<file path="src/rtl/seg_scan_driver.sv">
// seg_scan_driver
//   Time-multiplexed driver for a 3-digit common-anode 7-segment display.
//   The digits show operand A (AN0), operand B (AN1) and the CPU result
//   (AN2). A decimal point on the result digit marks a "fresh" result for
//   FRESH_SCANS full scans after each load.
//
// Parameters
//   SCAN_DIV    : clock cycles each digit stays lit (2..2^20)
//   FRESH_SCANS : full scans the fresh-result dp stays lit (1..255)
//
// Ports
//   clock               : system clock, rising edge
//   reset               : synchronous, active-high
//   load                : capture strobe for opa/opb/rezult
//   opa, opb, rezult    : 4-bit values shown on AN0, AN1, AN2
//   blank               : forces all anodes off; scanning keeps running
//   AN0, AN1, AN2       : active-low digit anodes (registered)
//   a, b, c, d, e, fp, g: active-low segments, fp is segment f (registered)
//   dp                  : active-low decimal point (registered)
module seg_scan_driver #(
  parameter int SCAN_DIV    = 50000,
  parameter int FRESH_SCANS = 8
) (
  input  logic       clock,
  input  logic       reset,
  input  logic       load,
  input  logic [3:0] opa,
  input  logic [3:0] opb,
  input  logic [3:0] rezult,
  input  logic       blank,
  output logic       AN0,
  output logic       AN1,
  output logic       AN2,
  output logic       a,
  output logic       b,
  output logic       c,
  output logic       d,
  output logic       e,
  output logic       fp,
  output logic       g,
  output logic       dp
);

  localparam logic [19:0] PRESC_LAST  = 20'(SCAN_DIV - 1);
  localparam logic [7:0]  FRESH_LIMIT = 8'(FRESH_SCANS);

  typedef enum logic [1:0] {
    DIG0,
    DIG1,
    DIG2
  } state_t;

  // Hex digit to active-low {a,b,c,d,e,f,g}.
  function automatic logic [6:0] seg_decode(input logic [3:0] v);
    logic [6:0] s;
    case (v)
      4'h0:    s = 7'b0000001;
      4'h1:    s = 7'b1001111;
      4'h2:    s = 7'b0010010;
      4'h3:    s = 7'b0000110;
      4'h4:    s = 7'b1001100;
      4'h5:    s = 7'b0100100;
      4'h6:    s = 7'b0100000;
      4'h7:    s = 7'b0001111;
      4'h8:    s = 7'b0000000;
      4'h9:    s = 7'b0000100;
      4'hA:    s = 7'b0001000;
      4'hB:    s = 7'b1100000;
      4'hC:    s = 7'b0110001;
      4'hD:    s = 7'b1000010;
      4'hE:    s = 7'b0110000;
      default: s = 7'b0111000;
    endcase
    return s;
  endfunction

  logic [19:0] r_presc;
  state_t      r_state;
  state_t      w_state_nxt;
  logic [3:0]  r_a;
  logic [3:0]  r_b;
  logic [3:0]  r_r;
  logic        r_fresh;
  logic [7:0]  r_scan_cnt;
  logic [7:0]  w_cnt_inc;
  logic        w_tick;
  logic        w_wrap;
  logic [3:0]  w_sel;
  logic [2:0]  w_an;
  logic [2:0]  r_an_p1;
  logic [6:0]  r_seg_p1;
  logic        r_dp_p1;

  assign w_tick    = (r_presc == PRESC_LAST);
  assign w_wrap    = w_tick && (r_state == DIG2);
  assign w_cnt_inc = r_scan_cnt + 8'd1;

  always_ff @(posedge clock) begin
    if (reset) begin
      r_state <= DIG0;
    end else begin
      r_state <= w_state_nxt;
    end
  end

  always_comb begin
    w_state_nxt = r_state;
    w_sel       = r_a;
    w_an        = 3'b110;
    case (r_state)
      DIG0: begin
        if (w_tick) w_state_nxt = DIG1;
        w_sel = r_a;
        w_an  = 3'b110;
      end
      DIG1: begin
        if (w_tick) w_state_nxt = DIG2;
        w_sel = r_b;
        w_an  = 3'b101;
      end
      default: begin
        if (w_tick) w_state_nxt = DIG0;
        w_sel = r_r;
        w_an  = 3'b011;
      end
    endcase
  end

  always_ff @(posedge clock) begin
    if (reset) begin
      r_presc    <= '0;
      r_a        <= '0;
      r_b        <= '0;
      r_r        <= '0;
      r_fresh    <= 1'b0;
      r_scan_cnt <= '0;
    end else begin
      r_presc <= w_tick ? '0 : r_presc + 20'd1;
      if (load) begin
        r_a <= opa;
        r_b <= opb;
        r_r <= rezult;
      end
      // A load restarts the fresh window even on the same edge the scan
      // wraps, so the counter never sees a stale increment.
      if (load) begin
        r_fresh    <= 1'b1;
        r_scan_cnt <= '0;
      end else if (r_fresh && w_wrap) begin
        r_scan_cnt <= w_cnt_inc;
        if (w_cnt_inc == FRESH_LIMIT) r_fresh <= 1'b0;
      end
    end
  end

  // Output stage: one-cycle registered view of state, registers and blank
  always_ff @(posedge clock) begin
    if (reset) begin
      r_an_p1  <= 3'b111;
      r_seg_p1 <= 7'b1111111;
      r_dp_p1  <= 1'b1;
    end else begin
      r_an_p1  <= blank ? 3'b111 : w_an;
      r_seg_p1 <= seg_decode(w_sel);
      r_dp_p1  <= ~((r_state == DIG2) && r_fresh && !blank);
    end
  end

  assign {AN2, AN1, AN0}         = r_an_p1;
  assign {a, b, c, d, e, fp, g}  = r_seg_p1;
  assign dp                      = r_dp_p1;

endmodule

</file>
<file path="config.mk">
export PLATFORM = sky130hd
export DESIGN_NAME = seg_scan_driver
export DESIGN_NICKNAME = d
export VERILOG_FILES = /design/src/rtl/seg_scan_driver.sv
export SDC_FILE = /design/constraint.sdc
export NUM_CORES = 1
export LEC_CHECK = 0
export CAP_MARGIN = 10
export CORE_AREA = 3 3 97 99
export CTS_CLUSTER_DIAMETER = 40
export DETAILED_ROUTE_END_ITERATION = 8
export DIE_AREA = 0 0 100 102
export GPL_ROUTABILITY_DRIVEN = 1
export GPL_TIMING_DRIVEN = 0
export HOLD_SLACK_MARGIN = 0.1
export PLACE_DENSITY = 0.46
export SLEW_MARGIN = 20
export SYNTH_ARGS = -nofsm -noshare
export SYNTH_HDL_FRONTEND = slang
export SYNTH_SLANG_ARGS = --single-unit
</file>
<file path="constraint.sdc">
create_clock -name clock -period 4.25 [get_ports clock]
set_input_delay 0.6375 -clock clock [delete_from_list [all_inputs] [get_ports clock]]
set_output_delay 0.6375 -clock clock [all_outputs]
set_load 0.03 [all_outputs]
</file>
### Word-level counts from Yosys, hierarchy flattened

Memory sizes are Yosys's and may differ from the RTL's. A register that Yosys moved wholly into a read port is not among the register bits.
Cells that the tools add are included.
W data, S select, Z words.

| cells by class | value |
|---|---|
| $add $sub $neg | 2 |
| equality and inequality tests | 4 |
| mux-type cells | 9 |
| bitwise gates (word level) | 1 |
| reductions and logical operators | 12 |

Operators by type and width:

| operator | count |
|---|---|
| $add A20 B1 Y20 const B | 1 |
| $eq A20 B16 Y1 const B | 1 |
| $add A8 B1 Y8 const B | 1 |
| $eq A8 B4 Y1 const B | 1 |
| $pmux W4 S2 | 1 |
| $mux W2 | 3 |
| $pmux W3 S2 | 1 |
| $reduce_or A2 Y1 | 3 |
| $logic_and A1 B1 Y1 | 4 |
| $pmux W2 S2 | 1 |
| $reduce_bool A2 Y1 | 2 |
| $mux W1 | 3 |
| $eq A2 B1 Y1 const B | 1 |
| $eq A2 B2 Y1 const B | 1 |
| $logic_not A2 Y1 | 1 |
| $reduce_and A2 Y1 | 1 |
| $logic_not A1 Y1 | 1 |
| $not A1 Y1 | 1 |

| word-level totals | value |
|---|---|
| bits in registers | 47 |
| ROM bits | 112 |
| word-level logic and storage cells | 38 |
| memories | 1 |

Memories:

| memory | words | bits a word | read ports | clocked after memory_dff | wr ports | RTL line | text |
|---|---|---|---|---|---|---|---|
| (name not given) | 16 | 7 | 1 | 1 | 0 | 56 | `case (v)` |

### Logic depth before layout (Yosys ltp)

| depth | value |
|---|---|
| depth in word-level cells | 5 |
| mapped depth | 9 |

### Worst setup path after synthesis

Ideal clock, no wire load.

| timing | value |
|---|---|
| path type | register -> register |
| start | register r_state[1] |
| end | register r_seg_p1[3] |
| library setup time | 123 ps |
| arrival time | 2214 ps |
| required time | 4127 ps |
| slack | 1913 ps |
| cell stages (with the launch flop) | 9 |
| buffers on the path | 2 |
| cells stage by stage | dfxtp_1 > clkbuf_1 > clkbuf_1 > nor2_1 > a21oi_1 > inv_1 > ha_1 > mux4_2 > or2_2 |

| on the way | value |
|---|---|
| longest elaborated chain between the ends | 2 |

Ends and longest elaborated chain:

| item | RTL line | text |
|---|---|---|
| start, declared | 78 | `state_t r_state;` |
| start signal, assigned | 102 | `r_state <= w_state_nxt;` |
| $eq A2 B1 Y1 / $logic_not A2 Y1 (equally long branches) | 110 | `case (r_state)` |
| $pmux W4 S2 * | 110 |  |
| end, declared | 91 | `logic [6:0] r_seg_p1;` |

Every way passes the cells marked *; elsewhere a longest branch is shown, timed or not.
A chain may end at the register's enable or synchronous reset.

### Worst setup path in the final report

| timing | value |
|---|---|
| start | register r_state[0] |
| end | register r_seg_p1[3] |

Same word-level chain as after synthesis.

==> results.cfg <==
[run_status]
status = complete, no violations

[drt]
wl_um = 4790
drcViolationCount = 0
drt_first_pass_iters = 4
viasPerCell = 4.48
drtIter0Drc = 57
num_vias = 1859
wire_per_inst_um = 11.5
antenna_left = 0

[yosys]
async_flop_share_pct = 0
syn_area_um2 = 2480
synth_ff_type = dfxtp_1
syn-num-nets = 300
yosysWarnings = 0
synth_cell_type_count = 37
synth-seq-cells = 54
synth_cells = 275
synth_top_area_cell = dfxtp_1
synth_commonest_cells = 54 x dfxtp_1, 43 x nor2_1, 20 x mux2i_1
synth_edf_count = 0
avgSynthCellArea_um2 = 9.01
synth_area_leaders = dfxtp_1 44%, mux2i_1 8.1%, nor2_1 6.5%, xor2_1 4.9%, ha_1 4.5%
netlist.area_leader.share_pct = 43.6
ys_seq_area_share_pct = 43.6
synth_most_common_cell = dfxtp_1

[job]
maxCapViolCount = 0

[cts]
cts_tree = done
cts_resized = 0
clkTransAtPathRegs_ns = 0.10
cts_setup_buffers = 0
numCtsBuffers = 5
hold_buffers = 0
clk_latency_ns = 0.30
cts_sinks = 54
htree_levels = 2
cts-root-buf = clkbuf_8
clockBufferDepth = 2

[floorplan]
initial_core_util_pct = 28.7
die_w_um = 100
die_h_um = 102
die-area_um2 = 10200
rows = 34
coreArea_um2 = 8640
ioPinCount = 27

[worst_hold_path]
hp-class = reg2reg

[final_layout]
fin_nets = 331
post-route-util_pct = 34.3
syn2layout_area_growth_pct = 19.6
final_layout_size_suffix_gt1_share_pct = 6.84
n_antenna_cell = 0
fillers = 921

[worst_setup_path]
end_kind = flop
crit_arrival_ns = 2.95
crit_type = reg2reg
critPathMaxFanout = 10
cp.required_ns = 4.45
critPathLaunchType = flop

[sta]
fin_tns_setup_ns = 0
rsz0062_at_grt = false
fmax_mhz = 365
fin_crit_ns = 2.74
setup_ws_ns = 1.51
tightest_slew_ns = 0.721
slew_headroom_pct = 51.9
hold_viol_final = 0
finalCritPeriodShare_pct = 64.5
slew_violations = 0
final-setup-viol-count = 0
fin_skew_ns = 0.00917

[global_route]
grt.total_usage_pct = 9.99
antenna_found_initial = 0
grt_pass1_wl_um = 8290
overflow = 0
grt_pass1_vias = 1768
grt_start_max_net_pins = 17

[power_and_ir_drop]
power.total_w = 0.000971
ir_drop_v = 0.000137
p_leak_nw = 1.09
power.density_nw_per_um2 = 328

[placement]
gp_routability_congestion = 0.762
port_buffers = 24
dpl_worst_slack_ns = 1.53
dp_hpwl_um = 3530
final cells by class:
| type | count | area, µm² | area share (%) |
|---|---|---|---|
| Sequential cell | 54 | 1080 | 36.5 |
| Buffer | 13 | 52.6 | 1.77 |
| Clock buffer | 6 | 72.6 | 2.45 |
| Tap cell | 108 | 135 | 4.56 |
| Timing Repair Buffer | 24 | 240 | 8.10 |
| Clock inverter | 2 | 37.5 | 1.27 |
| Multi-Input combinational cell | 199 | 1310 | 44.2 |
| Inverter | 9 | 33.8 | 1.14 |
worst paths after layout:
check	cells past startpoint	end	start	slack [ns]
setup / recovery	7	r_seg_p1[3]	r_state[0]	1.51
hold / removal	1	r_presc[0]	r_presc[0]	0.47
setup reg to reg	7	r_seg_p1[3]	r_state[0]	1.51
hold reg to reg	1	r_presc[0]	r_presc[0]	0.47
report_power, final:
| group | switching [W] | internal, W | total [W] | leakage, nW |
|---|---|---|---|---|
| clock network | 0.000169 | 0.000176 | 0.000345 | 0.0514 |
| logic | 0.0000513 | 0.0000460 | 0.0000973 | 0.599 |
| registers | 0.00000724 | 0.000522 | 0.000529 | 0.441 |
| total | 0.000227 | 0.000744 | 0.000971 | 1.09 |
critical path, stage by stage (launching register included):
cell      delay [ns]
dfxtp_1         0.32
clkbuf_1        0.42
mux2i_1         0.20
o21ai_0         0.42
inv_1           0.21
ha_1            0.33
mux4_2          0.46
or2_2           0.27
per-stage QoR:
step           instance area, µm²  hold slack [ns]  std cells
2_1_floorplan                2480            0.426        275
3_3_place_gp                 2850            0.447        407
3_5_place_dp                 2850            0.449        407
4_1_cts                      2960            0.472        415
5_1_grt                      2960            0.507        415
6_report                     2960            0.465        415
layer usage:
| metal | GRT usage, % | vias to the layer above | wire length, µm |
|---|---|---|---|
| met5 | 0 | - | 0 |
| met4 | 3.11 | 0 | 48 |
| met3 | 2.46 | 5 | 122 |
| met2 | 15.6 | 17 | 2170 |
| met1 | 13.7 | 836 | 2450 |
| li1 | - | 1001 | - |
registers in the layout, summed over array words and instances (netlist names), 2 cells and up:
signal / count
r_presc: 20
r_scan_cnt: 8
r_seg_p1: 7
r_a: 4
r_b: 4
r_r: 4
r_an_p1: 3
r_state: 2
logic make-up after synthesis:
group	count (synthesis)	share of synthesized area [%]
AND/OR/NAND/NOR	107	21.5
flip-flops	54	43.6
AO/OA/AOI/OAI	36	8.28
multiplexers	25	10.8
XOR/XNOR	22	7.77
buffers and inverters	22	3.48
adder cells (fa/ha/maj)	9	4.54
placed cells by master (no fill, tap or decap), types with 2 or more instances in the layout:
cell type         n
nor2_1           43
mux2i_1          20
clkbuf_1         12
a31oi_1           4
nor4_1            4
a21oi_1          13
clkdlybuf4s50_1  24
nand3_1          10
xnor2_1           8
mux2_2            4
inv_1             9
o21bai_1          2
o21ai_0          13
xor2_1           14
ha_1              9
clkbuf_8          5
nand3b_1          4
dfxtp_1          54
nand2_1          16
nand4_1           5
or3_4             2
or4_1             2
or3_1             7
or2_2             6
Power figures use the tool's default switching activity.
==> variant: new RTL, same flow settings <==
The 3 states of `state_t` get a one-hot encoding in 3 bits.
--- a/src/rtl/seg_scan_driver.sv
+++ b/src/rtl/seg_scan_driver.sv
@@ -44,10 +44,10 @@
   localparam logic [19:0] PRESC_LAST  = 20'(SCAN_DIV - 1);
   localparam logic [7:0]  FRESH_LIMIT = 8'(FRESH_SCANS);
 
-  typedef enum logic [1:0] {
-    DIG0,
-    DIG1,
-    DIG2
+  typedef enum logic [2:0] {
+    DIG0 = 3'b001,
+    DIG1 = 3'b010,
+    DIG2 = 3'b100
   } state_t;
 
   // Hex digit to active-low {a,b,c,d,e,f,g}.
Formal check against the unedited RTL: no difference found for any inputs over 10 cycles, from zero or initial values and one cycle with reset high; not proved beyond that.
==> variant against the unedited design <==
Wire length grew 15%. Design area grew 4.9%. Clock skew grew 0.0025 ns. Final cell count grew 4.1%. Synthesized area grew 5.2%. Non-clock buffer count is the same. Critical path depth shrank 1. Worst setup slack gained 0.26 ns. Power grew 3.8%. Clock power grew 5%. Sequential cell count grew 1. Sequential power grew 2%. First-iteration DRC count grew 110%. Largest power group unchanged. Highest routed layer unchanged.
==> variant: results (changes against the unedited design) <==
* Bufs w/o clock at 37 (unchanged)
* Slew Limit Headroom at 0.5117 (was 0.5191)
* Vias at 2022 (was 1859)
* First-pass GRT wire length at 9.390 mm (was 8.286 mm)
* Multi-input comb cells at 209 (was 199)
* Layout clock area frac at 0.03781 (was 0.03715)
* Peak supply drop at 0.1578 mV (was 0.1373 mV)
* DP HPWL at 3.988 mm (was 3.527 mm)
* Routability cong. at 0.7930 (was 0.7619)
* Fraction of area in multi-input gates at 0.4477 (was 0.4424)
* PwrDens at 324.0 mW/mm^2 (was 327.7 mW/mm^2)
* Non-CTS inverters at 15 (was 9)
* PortBufs at 25 (was 24)
* Vias in the first global route at 1914 (was 1768)
* Tcrit/Tclk final at 0.5851 (was 0.6453)
* Layout Nets at 348 (was 331)
* Biggest cell delay along the critical path at 0.55 ns (was 0.46 ns)
* CP max FO at 7 (was 10)
* Area Overhead vs Synth at 19.29% (was 19.59%)
* Leak pwr at 1.178 nW (was 1.092 nW)
* Seq area share at 0.3540 (was 0.3647)
* Die Span X at 100 microns (unchanged)
* Share of cells above drive strength 1 at 0.06790 (was 0.06840)
* Worst min path class: reg2reg (unchanged)
* Hold Slack at 0.4444 ns (was 0.4655 ns)
* Status: complete, no violations (unchanged)
* Total GRT Usage at 0.1144 (was 0.09990)
* Root Buffer: clkbuf_8 (unchanged)
* P_comb at 0.105 mW (was 0.0973 mW)
* CTS sink cnt at 55 (was 54)
* Cell Area, Placed at 0.002993 sq mm (was 0.002854 sq mm)
* WP data arrival at 2.68 ns (was 2.95 ns)
* TritonCTS buffer count at 5 (unchanged)
* Clock buf count at 6 (unchanged)
* Number of standard cells in the layout, taps in and fillers out at 432 (was 415)
* Sw Pwr at 0.2351 mW (was 0.2272 mW)
* Commonest cells in the netlist: dfxtp_1 (55), nor2_1 (49), mux2i_1 (18) (was dfxtp_1 (54), nor2_1 (43), mux2i_1 (20))
* Detailed Route Iter0 Violations at 118 (was 57)
* Seq pwr share at 0.536 (was 0.545)
* Crit-path slowest cell: a21oi_1 (was mux4_2)
* Sequential share of the synthesized area at 0.4223 (was 0.4361)
* Syn Area/Cell at 8.960 sq um (was 9.013 sq um)
* Routed wire length at 5.510 mm (was 4.789 mm)
* Non-clk buf share at 0.09895 (was 0.09878)
* Area contributors post-synth: dfxtp_1 (42%), nor2_1 (7.1%), mux2i_1 (6.9%) (was dfxtp_1 (44%), mux2i_1 (8.1%), nor2_1 (6.5%))
* Post-synth cell types at 50 (was 37)
* Pin count of the biggest net entering global routing at 17 (unchanged)
* Flop2flop setup slack at 1.76 ns (was 1.51 ns)
* Post-Place Cells at 424 (was 407)
* Post-route clock skew at 0.01164 ns (was 0.009170 ns)
* Syn nets at 316 (was 300)
* # diodes at 0 (unchanged)
* Fill count at 904 (was 921)
* Delay-heaviest family, CP: compound AO/OA/AOI/OAI gates (was multiplexers)
## variant: cell count changes after synthesis, moves of 5 or more
| cell | change |
|---|---|
| inv_1 | +6 |
| nor2_1 | +6 |
| xnor2_1 | +9 |
| a21oi_1 | -5 |
| nand2_1 | -6 |
| xor2_1 | -8 |
## variant: per-layer routing
metal | part of all wire | track usage
met4 | 0.0093 | 0.02798
met5 | 0 | 0
met3 | 0.041 | 0.03481
met2 | 0.45 | 0.1796
met1 | 0.50 | 0.1549
## variant: final timing paths
path | startpoint | end | cells after the start
hold reg to reg | r_presc[0] | r_presc[0] | 1
hold / removal | r_presc[0] | r_presc[0] | 1
setup reg to reg | r_state[0] | r_seg_p1[6] | 6
setup / recovery | r_state[0] | r_seg_p1[6] | 6
## variant: cells by family after synthesis
family	count (synthesis)	share of synthesized area
AOI/OAI and AO/OA	44	0.1085
xor gates and xnor gates	23	0.07725
adders and majority gates	9	0.04319
buffers and inverters	27	0.04366
DFF	55	0.4223
muxes	20	0.07773
and+or+nand+nor	113	0.2274
